$ cat src/rtl/wb_pkg.sv
// Shared widths, depth and the buffered write-back entry type for the
// reg_writeback block.
package wb_pkg;

    localparam int DATA_W   = 32;
    localparam int ADDR_W   = 5;
    localparam int WB_DEPTH = 4;

    localparam logic [ADDR_W-1:0] REG_ZERO = ADDR_W'(0);

    typedef struct packed {
        logic [ADDR_W-1:0] addr;
        logic [DATA_W-1:0] data;
    } wb_entry_t;

endpackage

$ cat src/rtl/reg_writeback_if.sv
// ALU and load result channels feeding the write-back stage; the producer
// side uses the master modport, reg_writeback uses the slave modport.
interface reg_writeback_if #(
    parameter int DATA_W = wb_pkg::DATA_W,
    parameter int ADDR_W = wb_pkg::ADDR_W
);

    logic              alu_valid;
    logic              alu_ready;
    logic [ADDR_W-1:0] alu_addr;
    logic [DATA_W-1:0] alu_data;

    logic              mem_valid;
    logic              mem_ready;
    logic [ADDR_W-1:0] mem_addr;
    logic [DATA_W-1:0] mem_data;

    modport master (
        output alu_valid, alu_addr, alu_data,
        output mem_valid, mem_addr, mem_data,
        input  alu_ready, mem_ready
    );

    modport slave (
        input  alu_valid, alu_addr, alu_data,
        input  mem_valid, mem_addr, mem_data,
        output alu_ready, mem_ready
    );

endinterface

$ cat src/rtl/wb_fifo.sv
// Synchronous FIFO of write-back entries with two ordered push ports
// (push0 lands before push1) and one pop port; exposes its storage for lookup.
module wb_fifo
    import wb_pkg::*;
#(
    parameter  int DEPTH = WB_DEPTH,
    localparam int PTR_W = $clog2(DEPTH),
    localparam int CNT_W = PTR_W + 1
) (
    input  logic                        clk,
    input  logic                        rst_n,
    input  logic                        i_push0,
    input  wb_entry_t                   i_entry0,
    input  logic                        i_push1,
    input  wb_entry_t                   i_entry1,
    input  logic                        i_pop,
    output wb_entry_t                   o_head,
    output logic      [PTR_W-1:0]       o_head_ptr,
    output logic      [CNT_W-1:0]       o_count,
    output wb_entry_t [DEPTH-1:0]       o_entries
);

    logic      [PTR_W-1:0] r_rd_ptr;
    logic      [PTR_W-1:0] r_wr_ptr;
    logic      [PTR_W-1:0] w_wr1_ptr;
    logic      [CNT_W-1:0] r_count;
    logic      [CNT_W-1:0] w_count_next;
    wb_entry_t [DEPTH-1:0] r_mem;

    // push1 takes the slot after push0 only when push0 actually writes.
    assign w_wr1_ptr    = r_wr_ptr + PTR_W'(i_push0);
    assign w_count_next = r_count + CNT_W'(i_push0) + CNT_W'(i_push1) - CNT_W'(i_pop);

    // NOTE: sequential state uses non-blocking (<=) so every register samples
    // pre-edge values regardless of statement order.
    always_ff @(posedge clk or negedge rst_n) begin
        if (!rst_n) begin
            r_rd_ptr <= '0;
            r_wr_ptr <= '0;
            r_count  <= '0;
        end else begin
            r_rd_ptr <= r_rd_ptr + PTR_W'(i_pop);
            r_wr_ptr <= r_wr_ptr + PTR_W'(i_push0) + PTR_W'(i_push1);
            r_count  <= w_count_next;
        end
    end

    // NOTE: storage is deliberately not reset; nothing reads a slot until
    // the count says it holds a live entry.
    always_ff @(posedge clk) begin
        if (i_push0) r_mem[r_wr_ptr]  <= i_entry0;
        if (i_push1) r_mem[w_wr1_ptr] <= i_entry1;
    end

    assign o_head     = r_mem[r_rd_ptr];
    assign o_head_ptr = r_rd_ptr;
    assign o_count    = r_count;
    assign o_entries  = r_mem;

    a_no_overflow: assert property (@(posedge clk) disable iff (!rst_n)
        r_count <= CNT_W'(DEPTH));

endmodule

$ cat src/rtl/reg_writeback.sv
// Write-back stage: buffers ALU/load results and drains one per cycle into
// the register file write port. Define WB_FORWARD_EN for the pending-write lookup.
module reg_writeback #(
    parameter int DATA_W = wb_pkg::DATA_W,
    parameter int ADDR_W = wb_pkg::ADDR_W,
    parameter int DEPTH  = wb_pkg::WB_DEPTH
) (
    input  logic                      clk,
    input  logic                      rst_n,
    reg_writeback_if.slave            bus,
    output logic [DATA_W-1:0]         wtd,
    output logic [ADDR_W-1:0]         wta,
    output logic                      cnt,
    input  logic [ADDR_W-1:0]         qa,
    output logic                      q_hit,
    output logic [DATA_W-1:0]         q_data,
    output logic [$clog2(DEPTH):0]    pending
);

    import wb_pkg::*;

    localparam int PTR_W = $clog2(DEPTH);
    localparam int CNT_W = PTR_W + 1;

    localparam logic [CNT_W-1:0] ROOM_ONE = CNT_W'(DEPTH - 1);
    localparam logic [CNT_W-1:0] ROOM_TWO = CNT_W'(DEPTH - 2);

    wb_entry_t             w_mem_entry;
    wb_entry_t             w_alu_entry;
    wb_entry_t             w_head;
    wb_entry_t [DEPTH-1:0] w_entries;
    logic      [PTR_W-1:0] w_head_ptr;
    logic      [CNT_W-1:0] w_count;
    logic                  w_push_mem;
    logic                  w_push_alu;
    logic                  w_pop;

    logic                  r_cnt;
    logic      [ADDR_W-1:0] r_wta;
    logic      [DATA_W-1:0] r_wtd;

    // Ready looks only at the registered count; a same-cycle pop earns no credit.
    assign bus.mem_ready = (w_count <= ROOM_ONE);
    assign bus.alu_ready = bus.mem_valid ? (w_count <= ROOM_TWO) : (w_count <= ROOM_ONE);

    // Writes to r0 complete their handshake but are never buffered.
    assign w_push_mem = bus.mem_valid && bus.mem_ready && (bus.mem_addr != REG_ZERO);
    assign w_push_alu = bus.alu_valid && bus.alu_ready && (bus.alu_addr != REG_ZERO);
    assign w_pop      = (w_count != '0);

    assign w_mem_entry = '{addr: bus.mem_addr, data: bus.mem_data};
    assign w_alu_entry = '{addr: bus.alu_addr, data: bus.alu_data};

    wb_fifo #(.DEPTH(DEPTH)) u_fifo (
        .clk        (clk),
        .rst_n      (rst_n),
        .i_push0    (w_push_mem),
        .i_entry0   (w_mem_entry),
        .i_push1    (w_push_alu),
        .i_entry1   (w_alu_entry),
        .i_pop      (w_pop),
        .o_head     (w_head),
        .o_head_ptr (w_head_ptr),
        .o_count    (w_count),
        .o_entries  (w_entries)
    );

    always_ff @(posedge clk or negedge rst_n) begin
        if (!rst_n) begin
            r_cnt <= 1'b0;
            r_wta <= '0;
            r_wtd <= '0;
        end else begin
            r_cnt <= w_pop;
            if (w_pop) begin
                r_wta <= w_head.addr;
                r_wtd <= w_head.data;
            end
        end
    end

    assign cnt     = r_cnt;
    assign wta     = r_wta;
    assign wtd     = r_wtd;
    assign pending = w_count;

`ifdef WB_FORWARD_EN
    logic              w_hit;
    logic [DATA_W-1:0] w_fwd;

    // NOTE: every output of this block is defaulted first so no path
    // through the search can leave a value held, which would infer a latch.
    always_comb begin
        logic [PTR_W-1:0] idx;
        w_hit = 1'b0;
        w_fwd = '0;
        idx   = '0;
        if (qa != REG_ZERO) begin
            // Oldest first, so the youngest match is the one left standing.
            if (r_cnt && (r_wta == qa)) begin
                w_hit = 1'b1;
                w_fwd = r_wtd;
            end
            for (int i = 0; i < DEPTH; i++) begin
                idx = w_head_ptr + PTR_W'(i);
                if ((CNT_W'(i) < w_count) && (w_entries[idx].addr == qa)) begin
                    w_hit = 1'b1;
                    w_fwd = w_entries[idx].data;
                end
            end
        end
    end

    assign q_hit  = w_hit;
    assign q_data = w_fwd;
`else
    logic w_unused;

    assign q_hit    = 1'b0;
    assign q_data   = '0;
    assign w_unused = ^{qa, w_entries, w_head_ptr};
`endif

endmodule

$ cat src/flat_wrapper.sv
// flat-port wrapper written by rule: the top's interface ports become plain ports
module reg_writeback_flat import wb_pkg::*;
#(
    parameter int DATA_W = wb_pkg::DATA_W,
    parameter int ADDR_W = wb_pkg::ADDR_W,
    parameter int DEPTH  = wb_pkg::WB_DEPTH
)
  (clk, rst_n, wtd, wta, cnt, qa, q_hit, q_data, pending, bus_alu_valid, bus_alu_addr, bus_alu_data, bus_mem_valid, bus_mem_addr, bus_mem_data, bus_alu_ready, bus_mem_ready);
  reg_writeback_if #(.DATA_W(DATA_W), .ADDR_W(ADDR_W)) bus_i ();
  input  logic clk;
  input  logic rst_n;
  output logic [DATA_W-1:0] wtd;
  output logic [ADDR_W-1:0] wta;
  output logic cnt;
  input  logic [ADDR_W-1:0] qa;
  output logic q_hit;
  output logic [DATA_W-1:0] q_data;
  output logic [$clog2(DEPTH):0] pending;
  input wire logic [$bits(bus_i.alu_valid)-1:0] bus_alu_valid;
  input wire logic [$bits(bus_i.alu_addr)-1:0] bus_alu_addr;
  input wire logic [$bits(bus_i.alu_data)-1:0] bus_alu_data;
  input wire logic [$bits(bus_i.mem_valid)-1:0] bus_mem_valid;
  input wire logic [$bits(bus_i.mem_addr)-1:0] bus_mem_addr;
  input wire logic [$bits(bus_i.mem_data)-1:0] bus_mem_data;
  output wire logic [$bits(bus_i.alu_ready)-1:0] bus_alu_ready;
  output wire logic [$bits(bus_i.mem_ready)-1:0] bus_mem_ready;
  assign bus_i.alu_valid = bus_alu_valid;
  assign bus_i.alu_addr = bus_alu_addr;
  assign bus_i.alu_data = bus_alu_data;
  assign bus_i.mem_valid = bus_mem_valid;
  assign bus_i.mem_addr = bus_mem_addr;
  assign bus_i.mem_data = bus_mem_data;
  assign bus_alu_ready = bus_i.alu_ready;
  assign bus_mem_ready = bus_i.mem_ready;
  reg_writeback #(.DATA_W(DATA_W), .ADDR_W(ADDR_W), .DEPTH(DEPTH)) u_core (.clk(clk), .rst_n(rst_n), .bus(bus_i), .wtd(wtd), .wta(wta), .cnt(cnt), .qa(qa), .q_hit(q_hit), .q_data(q_data), .pending(pending));
endmodule
$ cat config.mk
export PLATFORM = sky130hd
export DESIGN_NAME = reg_writeback_flat
export DESIGN_NICKNAME = d
export VERILOG_FILES = /design/src/rtl/wb_pkg.sv /design/src/rtl/reg_writeback_if.sv /design/src/rtl/wb_fifo.sv /design/src/rtl/reg_writeback.sv /design/src/flat_wrapper.sv
export SDC_FILE = /design/constraint.sdc
export NUM_CORES = 1
export LEC_CHECK = 0
export ABC_CLOCK_PERIOD_IN_PS = 2800
export CORE_MARGIN = 4
export CORE_UTILIZATION = 40
export DETAILED_ROUTE_END_ITERATION = 10
export SKIP_CTS_REPAIR_TIMING = 1
export SLEW_MARGIN = 20
export SYNTH_ARGS = -nofsm -noshare
export SYNTH_HDL_FRONTEND = slang
export SYNTH_HIERARCHICAL = 1
export SYNTH_SLANG_ARGS = --single-unit
$ cat constraint.sdc
create_clock -name clk -period 2.8 [get_ports clk]
set_input_delay 0.84 -clock clk [delete_from_list [all_inputs] [get_ports clk]]
set_output_delay 0.84 -clock clk [all_outputs]
set_load 0.1 [all_outputs]
**After elaboration in Yosys (flattened, before gate mapping)**

Cells that the tools add are included.

- $add $sub $neg: 6
- Order comparisons: 7
- Muxes and demuxes: 11
- Reductions and logical operators: 9

Operators by type and width:

| kind | number |
|---|---|
| $bwmux 148 | 2 |
| $mux 148 | 2 |
| $demux 37 s2 | 2 |
| $mux 37 | 3 |
| $bmux 37 s2 | 1 |
| $reduce_bool 5->1 | 2 |
| $lt 2x3->1 const B | 3 |
| $add 2x1->2 | 3 |
| $add 3x1->3 | 2 |
| $le 3x2->1 const B | 2 |
| $logic_and 1x1->1 | 6 |
| $ge 2x1->1 const B | 2 |
| $reduce_bool 3->1 | 1 |
| $sub 3x1->3 | 1 |
| $mux 1 | 1 |

- Bits in registers: 193
- Logic and storage cells: 47

**Logic depth before layout (Yosys ltp)**

Gate-level depths: netlist (run 1).

- Word-level depth: 10
- Gate-level depth with buffers: 9
- Mapped depth without buffers: 8

**Cells and area by module**

Netlist (run 1), hierarchy kept.

Modules (own cells, without submodules):

| module | instances | cells each | area an instance (sq um) | sequential area each (sq um) |
|---|---|---|---|---|
| wb_fifo | 1 | 899 | 7,438.4 | 3,138.0 |
| reg_writeback | 1 | 121 | 1,711.6 | 950.9 |

**Worst setup path after synthesis (run 1)**

OpenSTA, ideal clock, no wires.

- Path type: register -> register
- Start: register u_core.u_fifo.r_count[1], in the netlist u_core/u_fifo/o_count[1]
- End: register u_core.u_fifo.r_count[2], in the netlist u_core/u_fifo/o_count[2]
- Library setup time: 124 ps
- Data arrival time: 4,352 ps
- Data required time: 2,676 ps
- Path slack: -1,676 ps
- Cell stages (with the launch flop): 9
- Buffers on the path: 0
- Period minus slack after synthesis: 4,476 ps
- Path through: dfrtp_1 > a31oi_1 > o211a_1 > inv_1 > ha_1 > inv_1 > fa_1 > fa_1 > xnor2_1

- Cells in the longest elaborated chain, start to end: 6

Ends and longest elaborated chain:

| item | line | RTL |
|---|---|---|
| start, declared | wb_fifo.sv:26 | `logic [CNT_W-1:0] r_count;` |
| start signal, assigned | wb_fifo.sv:44 | `r_count <= w_count_next;` |
| $le 3x2->1 | reg_writeback.sv:44 | `assign bus.alu_ready = bus.mem_valid ? (w_count <= ROOM_TWO) : (w_count <= ROOM_ONE);` |
| $mux 1 (*) | reg_writeback.sv:44 |  |
| named net bus_alu_ready | flat_wrapper.sv:25 | `output wire logic [$bits(bus_i.alu_ready)-1:0] bus_alu_ready;` |
| $logic_and 1x1->1 (*) (2 in series) | reg_writeback.sv:48 | `assign w_push_alu = bus.alu_valid && bus.alu_ready && (bus.alu_addr != REG_ZERO);` |
| named net u_core.w_push_alu | reg_writeback.sv:35 | `logic w_push_alu;` |
| $add 3x1->3 (*) | wb_fifo.sv:32 | `assign w_count_next = r_count + CNT_W'(i_push0) + CNT_W'(i_push1) - CNT_W'(i_pop);` |
| $sub 3x1->3 (*) | wb_fifo.sv:32 |  |
| named net u_core.u_fifo.w_count_next[2] | wb_fifo.sv:27 | `logic [CNT_W-1:0] w_count_next;` |

Mark *: on every way through the listed nets, which the timed path passes. The rest lies on a longest branch.
A chain may end at the register's enable or synchronous reset.

**Worst setup path in the final report (run 1)**

- Start: input port bus_mem_addr[1]
- End: register u_core.u_fifo.r_mem, in the netlist u_core/u_fifo/o_entries[28]

- Cells in the longest elaborated chain, start to end: 9

Ends and longest elaborated chain:

| item | line | RTL |
|---|---|---|
| start, declared | flat_wrapper.sv:23 | `input wire logic [$bits(bus_i.mem_addr)-1:0] bus_mem_addr;` |
| $reduce_bool 5->1 (*) | reg_writeback.sv:47 | `assign w_push_mem = bus.mem_valid && bus.mem_ready && (bus.mem_addr != REG_ZERO);` |
| $logic_and 1x1->1 (*) | reg_writeback.sv:47 |  |
| named net u_core.w_push_mem | reg_writeback.sv:34 | `logic w_push_mem;` |
| $add 2x1->2 | wb_fifo.sv:31 | `assign w_wr1_ptr = r_wr_ptr + PTR_W'(i_push0);` |
| $lt 2x3->1 (implied by the code) or $ge 2x1->1 (tied branches) | wb_fifo.sv:52 | `if (i_push1) r_mem[w_wr1_ptr] <= i_entry1;` |
| $logic_and 1x1->1 (implied by the code) | wb_fifo.sv:52 |  |
| $mux 37 (implied by the code) | wb_fifo.sv:52 |  |
| $demux 37 s2 | wb_fifo.sv:52 |  |
| $bwmux 148 | wb_fifo.sv:52 |  |
| $mux 148 (*) | wb_fifo.sv:52 |  |
| end signal, assigned by index | wb_fifo.sv:51 | `if (i_push0) r_mem[r_wr_ptr] <= i_entry0;` |
| end signal, assigned by index | wb_fifo.sv:52 |  |
| end, declared | wb_fifo.sv:28 | `wb_entry_t [DEPTH-1:0] r_mem;` |

Marked as above.

==> reports/metrics.csv, run 1 <==
stage;metric;value;unit
worst_setup_path;CP arrival;3.09;ns
synth;compound-cell area share of the yosys netlist;0.1041;
power_and_ir_drop;Flop pwr share;0.301;
synth;Yosys cell types;35;
cells_and_area;final instance area;0.01166;mm²
synth;Syn Inst Count;1020;
synth;sequential fraction of the synthesis area;0.4469;
cts;CTS root buffer;clkbuf_16;
detailed_routing;router iterations before antenna repair;7;
power_and_ir_drop;Worst IR Drop VDD;0.0006288;V
synth;largest family of logic cells by synthesized area;simple AND/OR/NAND/NOR gates;
timing;Max Transition Viols Final;0;
cts;CTS Buf Count;17;
cells_and_area;nets;1227;
die;row cnt;55;
die;Die W;159.2;µm
cells_and_area;ANT cells;0;
global_route;first-pass GRT wire length;45630;µm
cts;CTS tree;yes;
placement;placed cell area;0.01095;mm²
timing;fmax;363.9;MHz
timing;Finish-stage setup viols;0;
worst_setup_path;top fanout value on the critical path;14;
placement;IO Port Bufs;120;
timing;Hold WS;0.4703;ns
die;starting density of the core;0.4054;
cts;Sink Count;193;
status;status;finished, final reports clean;
timing;minimum clock period;2.748;ns
synth;Post-Syn Area per Cell;8.971;µm²
die;die height;159.2;µm
global_route;vias in the first global route;8289;
detailed_routing;Routed WL;28460;µm
synth;Syn. warnings;6;
worst_hold_path;HP Class;reg -> reg;
synth;count of flip-flops with a built-in enable after synthesis;0;
power_and_ir_drop;Sw Share;0.4647;
die;core area;0.02257;mm²
synth;asr flop ratio synth;0.2332;
flow_run;Max-Cap Viols;0;
power_and_ir_drop;P_sw;8.107;mW
detailed_routing;DRC;0;
worst_setup_path;critical path required time;3.15;ns
die;I/O pin count;159;
cts;Reg clk slew, reported paths;0.08;ns
worst_setup_path;reg2reg path depth;7;
global_route;initial antenna violation count;0;
cts;Worst-Skew Late Latency;0.43;ns
power_and_ir_drop;leakage;4.706;nW
timing;setup TNS;0;ns
cells_and_area;footprint of the multi-input gates;0.004598;mm²
synth;synthesized flop and latch total;193;
synth;simple-gate share of the synthesized area;0.2169;
placement;routability cong.;0.7860;
cells_and_area;Area Overhead vs Synth;27.43;%
timing;Setup Skew;0.01076;ns
worst_setup_path;Worst Setup Start Kind;primary input;
worst_hold_path;hold depth;2;
die;die area;0.02536;mm²
timing;slew margin rel.;0.4521;
synth;mux cell area share after synthesis;0.1366;
power_and_ir_drop;share of power burned in combinational logic;0.554;
cts;H-tree depth;4;
cells_and_area;layout cells sized above 1;0.2016;
cells_and_area;register area;0.004098;mm²
synth;Post-Synth XOR/XNOR Area;0.007384;
worst_setup_path;crit end category;flip-flop;
global_route;GRT Overall Usage;0.2228;
detailed_routing;Post-DRT Antenna Nets;0;
power_and_ir_drop;Cell Pwr Density;1496;mW/mm²
power_and_ir_drop;clock share of power;0.145;
synth;Post-Synth Adder-Cell Area;0.009845;
power_and_ir_drop;Internal Dissipation;9.338;mW
detailed_routing;DR iter-0 viols;748;
detailed_routing;Avg WL per Cell;19.82;µm
detailed_routing;via count;8113;
placement;post-detail-place hpwl;18130;µm
timing;final number of hold-violating endpoints;0;
global_route;largest net degree at the start of global routing;40;
cts;clk buf depth;2;
timing;Worst-Margin Slew;0.8218;ns
worst_setup_path;Setup CP Type;in -> reg;
detailed_routing;Via-to-Cell Ratio;5.650;
synth;Post-synth top flop;dfxtp_1;
cells_and_area;Layout fillers;2036;
global_route;gr ovfl total;0;
synth;Mapped Area;0.009150;mm²
timing;Final period util;0.9813;
==> area by class of cell <==
class / instances / area share
clock inverters: 15 / 0.01502
flip-flops and latches: 193 / 0.3514
clock buffers: 17 / 0.03648
multi-input cells: 731 / 0.3944
inverters: 6 / 0.002253
repair buffers: 189 / 0.1699
well taps: 285 / 0.03058
==> worst max-delay path, stage by stage <==
cell and delay [ns]:
clkdlybuf4s50_1 0.42, or3_1 0.40, o311a_4 0.36, ha_4 0.21, xor2_4 0.26, buf_4 0.16
buf_4 0.20, nor3_1 0.07, a31oi_1 0.16
==> path summary, 6_finish.rpt <==
path                                               end                   startpoint  slack (ns)
min reg2reg                u_core/u_fifo/o_entries[36]  u_core/u_fifo/o_entries[36]        0.47
min                        u_core/u_fifo/o_entries[36]  u_core/u_fifo/o_entries[36]        0.47
max in group asynchronous                u_core/wtd[5]                        rst_n        1.63
min in group asynchronous     u_core/u_fifo/o_count[1]                        rst_n        0.50
max reg2reg                   u_core/u_fifo/o_count[1]     u_core/u_fifo/o_count[2]        0.56
max                        u_core/u_fifo/o_entries[28]              bus_mem_addr[1]        0.05
==> state kept, by name, indices dropped and copies added, names as in the netlist <==
register	count
u_core/u_fifo/o_count	3
u_core/u_fifo/r_wr_ptr	2
u_core/u_fifo/o_head_ptr	2
u_core/u_fifo/o_entries	148
u_core/wta	5
u_core/wtd	32
u_core/cnt	1
==> cells in the final DEF (no fill, tap or decap), drive strengths merged, types with 5 or more instances in the layout <==
cell type and n:
conb 33, clkbuf 17, dfxtp 148, inv 11
buf 113, a31oi 149, clkinv 5, mux4 37
nor3 149, nand2 297, clkdlybuf4s50 74, mux2 37
dfrtp 45
==> metal layers <==
layer	part of all wire	track usage	vias to the layer above
met5	0	0	-
met4	0.015	0.06548	0
met3	0.076	0.03857	36
met2	0.47	0.3729	364
met1	0.44	0.2977	3917
li1	-	-	3796
==> power groups by stage <==
stage,clock network (mW),registers [mW],logic (mW)
global placement,0,5.23,9.37
CTS,2.57,5.22,9.54
detailed placement,0,5.26,9.53
global route,2.67,5.38,10.3
finish,2.53,5.25,9.67
floorplan,0,7.15,4.90
==> through the flow <==
| stage | total power, mW | utilization | worst slack (ns) | std cells |
|---|---|---|---|---|
| finish | 17.45 | 0.5166 | 0.05232 | 1436 |
| floorplan | 12.05 | - | -0.2581 | 1052 |
| detailed placement | 14.79 | 0.4849 | -0.6474 | 1400 |
| CTS | 17.32 | 0.5115 | -0.2280 | 1432 |
| global placement | 14.60 | 0.4849 | -0.6079 | 1400 |
| global route | 18.40 | 0.5166 | -0.009383 | 1436 |
==> cells in the mapped netlist, types with 2 or more instances <==
library cell,instances,area (µm²)
mux4_2,37,833.3
nor3_1,148,740.7
buf_2,36,180.2
mux2_1,19,214.0
buf_6,6,67.56
ha_1,4,50.05
nand3_1,2,10.01
clkbuf_1,33,123.9
and3b_1,2,17.52
buf_4,38,285.3
xor2_1,2,17.52
nand2_1,297,1115
inv_1,6,22.52
dfxtp_1,148,2963
a31oi_1,149,932.1
dfrtp_1,45,1126
nand2b_1,2,12.51
buf_1,9,33.78
fa_1,2,40.04
nand3b_1,2,15.01
xnor2_1,2,17.52
mux2_2,18,202.7
==> cells by family (layout without fill, tap and decap cells) <==
family,Yosys count,count (layout)
flops,193,193
compound gates,151,151
simple gates,461,461
xor+xnor,6,6
mux,74,74
fa+ha+maj,6,6
buf+inv,128,227
other cells,1,33
Power figures use the tool's default switching activity.
==> inputs of run 2 (changes only) <==
--- a/config.mk
+++ b/config.mk
@@ -5,10 +5,10 @@
 export SDC_FILE = /design/constraint.sdc
 export NUM_CORES = 1
 export LEC_CHECK = 0
-export ABC_CLOCK_PERIOD_IN_PS = 2800
 export CORE_MARGIN = 4
 export CORE_UTILIZATION = 40
 export DETAILED_ROUTE_END_ITERATION = 10
+export MAX_ROUTING_LAYER = met4
 export SKIP_CTS_REPAIR_TIMING = 1
 export SLEW_MARGIN = 20
 export SYNTH_ARGS = -nofsm -noshare
==> constraint.sdc (replaced) <==
create_clock -name clk -period 3.15 [get_ports clk]
set_input_delay 0.945 -clock clk [delete_from_list [all_inputs] [get_ports clk]]
set_output_delay 0.945 -clock clk [all_outputs]
set_load 0.1 [all_outputs]
==> reports/metrics.csv, run 2 (same netlist as run 1, synthesis figures left out) <==
stage;metric;value;unit;change
status;status;finished, final reports clean;;
worst_setup_path;RR Startpoint;u_core/u_fifo/o_count[1];;
cells_and_area;most frequent cells in the layout;296 x nand2_1, 148 x nor3_1, 148 x a31oi_1, 148 x dfxtp_1, 76 x clkdlybuf4s50_1;;
placement;IO Port Bufs;120;;unchanged
cells_and_area;commonest non-fill, non-tap cell in the layout;nand2_1;;
worst_setup_path;crit-path max cell delay;0.44;ns;+0.02 ns
detailed_routing;Routed WL;28760;µm;+1.0%
timing;Finish-stage setup viols;0;;unchanged
timing;slew margin rel.;0.5853;;+0.1332
cells_and_area;layout cells sized above 1;0.1895;;-0.01204
worst_setup_path;Worst path slowest cell;clkdlybuf4s50_1;;
worst_setup_path;Buf/Inv on CP;3;;unchanged
timing;Hold WS;0.4738;ns;+0.003459 ns
cts;CTS Buf Count;17;;unchanged
global_route;first-pass GRT wire length;45650;µm;about the same
power_and_ir_drop;leakage;4.673;nW;-0.69%
detailed_routing;DR iter-0 viols;682;;-8.8%
power_and_ir_drop;Worst IR Drop VDD;0.0006323;V;+0.55%
detailed_routing;Post-DRT Antenna Nets;0;;unchanged
worst_setup_path;Setup CP Type;in -> reg;;
global_route;met1 usage;0.3060;;+0.008278
timing;Max Transition Viols Final;0;;unchanged
cts;Worst-Skew Late Latency;0.44;ns;about the same
timing;final number of hold-violating endpoints;0;;unchanged
worst_setup_path;critical path required time;3.47;ns;+0.32 ns
global_route;largest net degree at the start of global routing;40;;unchanged
worst_setup_path;crit end category;flip-flop;;
timing;RSZ-0062 raised after global routing;no;;
placement;routability cong.;0.7815;;-0.57%
cts;Sink Count;193;;unchanged
global_route;initial antenna violation count;0;;unchanged
worst_setup_path;Largest delay share family, worst path;buffers and inverters;;
cells_and_area;final instance area;0.01157;mm²;-0.74%
cts;Reg clk slew, reported paths;0.08;ns;about the same
detailed_routing;Avg WL per Cell;20.11;µm;+1.5%
worst_setup_path;Worst Setup Start Kind;primary input;;
die;starting density of the core;0.4054;;unchanged
cts;clk buf depth;2;;unchanged
flow_run;Max-Cap Viols;0;;unchanged
timing;minimum clock period;2.978;ns;
cells_and_area;max reg flops;148;;unchanged
die;Die W;159.2;µm;unchanged
worst_setup_path;crit-path cells;clkdlybuf4s50_1 -> or3_1 -> o311a_1 -> ha_2 -> xor2_4 -> buf_4 -> buf_12 -> nor3_1 -> a31oi_1;;
cells_and_area;Layout fillers;2106;;+3.4%
global_route;global route hottest layer;met2;;
detailed_routing;Via-to-Cell Ratio;5.759;;+1.9%
worst_setup_path;reg2reg path depth;8;;+1
global_route;gr ovfl total;0;;unchanged
cells_and_area;nets;1221;;-0.49%
die;die height;159.2;µm;unchanged
worst_hold_path;HP Class;in -> async;;
detailed_routing;via count;8236;;+1.5%
worst_setup_path;top fanout value on the critical path;22;;+8
global_route;GR Util met2;0.3684;;-0.004469
worst_setup_path;CP arrival;3.29;ns;+0.20 ns
power_and_ir_drop;Cell Pwr Density;1331;mW/mm²;-11%
timing;Setup Skew;0.009706;ns;-0.001055 ns
die;row cnt;55;;unchanged
global_route;vias in the first global route;8033;;-3.1%
placement;placed cell area;0.01097;mm²;+0.24%
cts;CTS tree;yes;;
die;I/O pin count;159;;unchanged
cts;H-tree depth;4;;unchanged
placement;post-detail-place hpwl;18140;µm;about the same
timing;Worst-Margin Slew;0.6220;ns;-0.1998 ns
global_route;GRT Overall Usage;0.2307;;+0.007937
timing;Final period util;0.9453;;
worst_setup_path;Worst R2R End;u_core/u_fifo/o_count[2];;
worst_setup_path;flop2flop setup slack;0.90;ns;+0.34 ns
die;die area;0.02536;mm²;unchanged
detailed_routing;DRC;0;;unchanged
global_route;met3 Usage GRT;0.03417;;-0.004401
cts;CTS root buffer;clkbuf_16;;
detailed_routing;router iterations before antenna repair;5;;-2
cells_and_area;ANT cells;0;;unchanged
die;core area;0.02257;mm²;unchanged
timing;fmax;335.8;MHz;
cells_and_area;Area Overhead vs Synth;26.49;%;
-- run 2: cell types whose count changed in the layout (fill, tap and decap cells not counted), moves of 3 or more --
cell,delta
a31oi_1,+3
nor3_1,+3
nor3_2,-3
clkinv_4,-3
buf_4,-5
buf_6,-5
buf_12,+4
a31oi_2,-3
-- run 2: how the worst max path moves through the flow --
stage                                from                          end  slack (ns)  cells after the start
final                     bus_mem_addr[0]  u_core/u_fifo/o_entries[73]        0.17                      9
after global routing      bus_mem_addr[0]  u_core/u_fifo/o_entries[14]         0.1                      8
after CTS                 bus_mem_addr[0]  u_core/u_fifo/o_entries[14]         0.1                      8
after detailed placement  bus_mem_addr[0]  u_core/u_fifo/o_entries[14]       -0.37                      8
after global placement    bus_mem_addr[1]  u_core/u_fifo/o_entries[27]       -0.33                      8
after floorplan             bus_mem_valid     u_core/u_fifo/o_count[2]       -0.09                      8
-- run 2: through the flow --
step	TNS, ns	worst slack, ns	std cells	util	total power [mW]
finish	0	0.1722	1430	0.5127	15.41
global route	0	0.09813	1430	0.5127	16.23
CTS	0	0.09736	1430	0.5126	15.44
detailed placement	-44.29	-0.3695	1398	0.4861	13.21
global placement	-40.29	-0.3257	1398	0.4861	13.05
floorplan	-0.09739	-0.08675	1052	-	10.70
-- run 2: power breakdown --
part,switching [mW],internal (mW)
clock network,1.01,1.23
registers,0.861,3.86
logic,5.26,3.18
-- run 2: final cells by class --
class,instances,area [µm²],area share
timing repair buffer,183,1962,0.1695
clock buffer,19,452.9,0.03914
multi-input combinational,731,4538,0.3921
clock inverter,13,146.4,0.01265
tap,285,356.6,0.03081
inverter,6,22.52,0.001946
sequential,193,4095,0.3538
-- run 2: layer usage --
layer | up-vias | routed length, µm
met2 | 416 | 13440
met1 | 3974 | 12480
met3 | 57 | 2246
met4 | 0 | 597
li1 | 3789 | -
met5 | - | 0
